$ cat src/rtl/hazard_stall_ctl.sv
// Hazard controller for the 5-stage MIPS core: load-use stalls, taken-branch flushes, mult/div sequencing.
// Optional stall-cycle performance counter enabled by defining HAZARD_STALL_CTL_PERF_EN.
module hazard_stall_ctl #(
  parameter int MULT_CYCLES = 4,
  parameter int DIV_CYCLES  = 32,
  parameter int CW          = 6
) (
  input  logic       clk,
  input  logic       rst_n,
  input  logic [4:0] id_rs,
  input  logic [4:0] id_rt,
  input  logic       id_uses_rt,
  input  logic [4:0] ex_rt,
  input  logic       ex_memread,
  input  logic       ex_branch_taken,
  input  logic       id_md_start,
  input  logic       id_md_is_div,
  input  logic       id_md_read,
  output logic       stall_pc,
  output logic       stall_ifid,
  output logic       flush_ifid,
  output logic       flush_idex,
  output logic       md_busy,
  output logic       md_done
`ifdef HAZARD_STALL_CTL_PERF_EN
  ,
  output logic [15:0] stall_cycles
`endif
);

  typedef enum logic [1:0] {
    IDLE = 2'd0,
    BUSY = 2'd1,
    DONE = 2'd2
  } state_t;

  // The counter is loaded with latency-2 so the op spends latency-1 cycles in BUSY and one in DONE.
  localparam logic [CW-1:0] MULT_LOAD = CW'(MULT_CYCLES - 2);
  localparam logic [CW-1:0] DIV_LOAD  = CW'(DIV_CYCLES - 2);

  state_t        state, state_nxt;
  logic [CW-1:0] cnt, cnt_nxt;
  logic          lu, mdh, hz;

  assign md_busy = (state != IDLE);
  assign md_done = (state == DONE);

  assign lu  = ex_memread && (ex_rt != 5'd0) &&
               ((ex_rt == id_rs) || (id_uses_rt && (ex_rt == id_rt)));
  assign mdh = md_busy && (id_md_read || id_md_start);
  // A taken branch squashes whatever is in ID, so it never needs to wait.
  assign hz  = (lu || mdh) && !ex_branch_taken;

  assign stall_pc   = hz;
  assign stall_ifid = hz;
  assign flush_idex = hz || ex_branch_taken;
  assign flush_ifid = ex_branch_taken;

  always_comb begin
    // NOTE: every signal assigned here gets a default first, so no path can infer a latch.
    state_nxt = state;
    cnt_nxt   = cnt;
    unique case (state)
      IDLE: begin
        if (id_md_start && !hz && !ex_branch_taken) begin
          cnt_nxt   = id_md_is_div ? DIV_LOAD : MULT_LOAD;
          state_nxt = BUSY;
        end
      end
      BUSY: begin
        if (cnt == '0) state_nxt = DONE;
        else           cnt_nxt   = cnt - 1'b1;
      end
      DONE:    state_nxt = IDLE;
      default: state_nxt = IDLE;
    endcase
  end

  always_ff @(posedge clk) begin
    // NOTE: state registers use non-blocking assignments so every flop samples pre-edge values.
    if (!rst_n) begin
      state <= IDLE;
      cnt   <= '0;
    end else begin
      state <= state_nxt;
      cnt   <= cnt_nxt;
    end
  end

`ifdef HAZARD_STALL_CTL_PERF_EN
  always_ff @(posedge clk) begin
    if (!rst_n)                                stall_cycles <= '0;
    else if (hz && (stall_cycles != 16'hFFFF)) stall_cycles <= stall_cycles + 16'd1;
  end
`endif

endmodule

$ cat config.mk
export PLATFORM = sky130hd
export DESIGN_NAME = hazard_stall_ctl
export DESIGN_NICKNAME = d
export VERILOG_FILES = /design/src/rtl/hazard_stall_ctl.sv
export SDC_FILE = /design/constraint.sdc
export NUM_CORES = 1
export LEC_CHECK = 0
export CAP_MARGIN = 20
export CORE_UTILIZATION = 44
export CTS_CLUSTER_DIAMETER = 100
export DETAILED_ROUTE_END_ITERATION = 8
export PLACE_DENSITY = 0.83
export REMOVE_ABC_BUFFERS = 1
export SLEW_MARGIN = 20
export SYNTH_ARGS = -nofsm -noshare
export SYNTH_HDL_FRONTEND = slang
export SYNTH_SLANG_ARGS = --single-unit
$ cat constraint.sdc
create_clock -name clk -period 2.9 [get_ports clk]
set_input_delay 0.58 -clock clk [delete_from_list [all_inputs] [get_ports clk]]
set_output_delay 0.58 -clock clk [all_outputs]
set_load 0.02 [all_outputs]
==> results.toml, run 1 <==
[run_status]
run_status = "complete, no violations"

[worst_setup_path]
crit_path_cell_trace = "clkdlybuf4s50_1 > xor2_1 > nor4_1 > and3_1 > o21ai_0 > a21oi_1 > buf_2"
critical_path.endpoint_type = "primary output"
timing_worst_setup_path_type = "in -> out"
cpMaxStageDelayCell = "sky130_fd_sc_hd__clkdlybuf4s50_1"
r2r_slack_ns = 1.07
critPathMaxFanout = 3
worst_r2r_startpoint = "state[0]$_SDFFE_PN0P_"
cp_data_arrival_time_ns = 2.18
crit_path_start = "ex_rt[4]"
critical_path_required_ns = 2.32
worst-path-buf-inv = 2
crit_family = "buffers and inverters"
worst_reg2reg_path_depth = 5
critPathMaxStageDelay_ns = 0.47
worst_setup_path_start_kind = "input port"
worst_r2r_endpoint = "cnt[1]$_SDFFE_PN0P_"

[power_and_ir_drop]
design_power_total_uw = 406
powerDensity_nw_per_um2 = 417
p_leak_nw = 0.396
irDropWorstVdd_uv = 168

[cells_and_area]
mostFrequentLayoutCells = "sky130_fd_sc_hd__clkdlybuf4s50_1 (25), sky130_fd_sc_hd__dfxtp_1 (8), sky130_fd_sc_hd__nand2_1 (7)"
layout_cell_share_with_drive_strength_beyond_1_pct = 12.4
fillers = 112
final_common_cell = "sky130_fd_sc_hd__clkdlybuf4s50_1"
syn2layout_area_growth_pct = 48.3
postLayoutCoreUtil_pct = 72.3
final_nets = 140
final_cells = 128
antennaDiodeCount = 0

[clocking]
cts_resized = 8
cts_hold_buf = 0
cts_setup_buffers = 0
cts_htree_levels = 1
clock_tree.root_cell = "sky130_fd_sc_hd__clkbuf_4"
clk_latency_ns = 0.26
clockBufferDepth = 2
clk_pin_slew_ns = 0.05
numCtsBuffers = 3
clock-sinks = 8
clock_tree_from_tritoncts = "yes"

[yosys]
ys.warnings.count = 0
synthDominantAreaCellType = "sky130_fd_sc_hd__dfxtp_1"
synthDominantCellAreaShare_pct = 24.3
synth_cells = 82
yosys_register_bits = 8
syn-cell-area_sq_um = 658
synth_seq_area_share_pct = 24.3
synth.avg_cell_area_sq_um = 8.03
synth_area_leaders = "sky130_fd_sc_hd__dfxtp_1 (24%), sky130_fd_sc_hd__xor2_1 (8.0%), sky130_fd_sc_hd__xnor2_1 (5.3%)"
synthDistinctLibCells = 38

[worst_hold_path]
min-delay-path-class = "reg -> reg"
hold-path-cell-count = 2
origin_of_the_worst_min_delay_path = "cnt[4]$_SDFFE_PN0P_"
hold_end = "cnt[4]$_SDFFE_PN0P_"

[grt]
antenna_violations_before_repair = 0
maximum_number_of_pins_on_one_net_before_global_route_repair = 8
wire_length_of_the_first_global_routing_pass_microns = 2530
grt_pass1_vias = 663
track_usage_pct = 23.1
grt.overflow.total = 0

[place]
gp_congestion = 0.716
port_buffers = 28
dp_cell_count = 125
dp_hpwl_microns = 1380

[routing]
wire_per_inst_microns = 12.9
drt_first_pass_iters = 4
number_of_nets_still_failing_antenna_checks_after_routing = 0
detail_route.vias_per_cell = 5.81
drc = 0
totalWireLength_microns = 1660
vias = 744
number_of_drc_violations_after_detailed_routing_iteration_0 = 11

[sta]
max_slew.worst_pin.slew_ns = 0.407
timing.final.max_slew_violations = 0
rsz0062_at_grt = "false"
setup_viol_count_final = 0
final.min_clock_period_ns = 2.76
finalClockSkew_ns = 0.00220
finalCritPeriodShare_pct = 95.3
hold_viol_final = 0
timing.max_slew.rel_slack_pct = 72.6
clock.fmax_mhz = 362
timing.hold.ws_ns = 0.483

[floorplanning]
initial_core_util_pct = 48.7
die_width_microns = 40.7
core_sq_um = 1350
die-height_microns = 40.7
fp.dieArea_sq_um = 1650
boundaryPins = 29
rows = 13

[flow_run]
maxCapViolCount = 0
## routing by layer
layer | up-vias | GRT usage [%] | share of wire (%)
met5 | - | 0 | 0
met4 | 0 | 12.5 | 2.7
li1 | 362 | - | -
met3 | 5 | 3.80 | 7.7
met1 | 331 | 21.3 | 37
met2 | 46 | 46.8 | 53
## layout make-up
class	instances	area [sq um]	share of cell area (%)
Timing Repair Buffer	32	295	30.3
Tap cell	15	18.8	1.92
Inverter	3	11.3	1.15
Multi-Input combinational cell	67	468	47.9
Sequential cell	8	160	16.4
Clock buffer	3	22.5	2.31
## registers in the layout, summed over array words and instances (netlist names)
register  count
cnt           6
state         2
## worst min-delay path, cell delays in order (launching register included)
cell	delay [ns]
sky130_fd_sc_hd__dfxtp_1	0.31
sky130_fd_sc_hd__nand2_1	0.05
sky130_fd_sc_hd__o32ai_1	0.07
## power by group
group	leakage (nW)	switching [mW]	internal (mW)
Clock	0.0138	0.0397	0.0475
Sequential	0.0655	0.0104	0.124
Combinational	0.317	0.0914	0.0938
Total	0.396	0.141	0.265
## kinds of logic (layout without fill, tap and decap cells)
family | after synthesis | count (layout) | synth area share (%)
flip-flops | 8 | 8 | 24.3
AND/OR/NAND/NOR | 33 | 33 | 29.1
adder cells (fa/ha/maj) | 2 | 2 | 3.80
XOR/XNOR | 10 | 10 | 13.3
buffers and inverters | 7 | 38 | 5.32
AO/OA/AOI/OAI | 22 | 22 | 24.1
## how the worst max path moves through the flow
stage / endpoint / cells after the start
finish: stall_pc / 7
global route: stall_ifid / 7
CTS: flush_idex / 6
detailed placement: stall_pc / 7
global placement: stall_pc / 7
floorplan: stall_ifid / 5
## stage by stage
| step | instance area [sq um] | setup WS (ns) | setup TNS, ns |
|---|---|---|---|
| after global routing | 976 | 0.0365 | 0 |
| after CTS | 988 | 0.0119 | 0 |
| final | 976 | 0.136 | 0 |
| after detailed placement | 963 | -0.320 | -0.866 |
| after global placement | 963 | -0.273 | -0.760 |
| after floorplan | 634 | 0.302 | 0 |
## cells in the mapped netlist
cell type	number
sky130_fd_sc_hd__a211oi_2	1
sky130_fd_sc_hd__a21o_1	1
sky130_fd_sc_hd__a21oi_1	4
sky130_fd_sc_hd__a31oi_1	1
sky130_fd_sc_hd__and2b_1	1
sky130_fd_sc_hd__and3_1	1
sky130_fd_sc_hd__and4bb_1	1
sky130_fd_sc_hd__buf_2	1
sky130_fd_sc_hd__buf_4	2
sky130_fd_sc_hd__clkbuf_1	1
sky130_fd_sc_hd__dfxtp_1	8
sky130_fd_sc_hd__ha_1	2
sky130_fd_sc_hd__inv_1	3
sky130_fd_sc_hd__nand2_1	7
sky130_fd_sc_hd__nand2b_1	1
sky130_fd_sc_hd__nand3_1	2
sky130_fd_sc_hd__nand3b_1	1
sky130_fd_sc_hd__nand4_1	1
sky130_fd_sc_hd__nor2_1	3
sky130_fd_sc_hd__nor2b_1	1
sky130_fd_sc_hd__nor3_1	4
sky130_fd_sc_hd__nor4_1	1
sky130_fd_sc_hd__o211a_1	1
sky130_fd_sc_hd__o21a_1	3
sky130_fd_sc_hd__o21ai_0	3
sky130_fd_sc_hd__o21ba_2	1
sky130_fd_sc_hd__o22ai_1	1
sky130_fd_sc_hd__o31a_1	1
sky130_fd_sc_hd__o31ai_1	3
sky130_fd_sc_hd__o32ai_1	2
sky130_fd_sc_hd__or2_1	1
sky130_fd_sc_hd__or2_4	1
sky130_fd_sc_hd__or2b_1	1
sky130_fd_sc_hd__or3_1	3
sky130_fd_sc_hd__or3b_1	1
sky130_fd_sc_hd__or4_1	2
sky130_fd_sc_hd__xnor2_1	4
sky130_fd_sc_hd__xor2_1	6
No activity file was read; power rests on OpenSTA's default activity.
==> run 2, diff against run 1 <==
CAP_MARGIN = not set   (was 20)
==> results of run 2 <==
No change in the layout: final DEF, timing and power equal those of run 1.
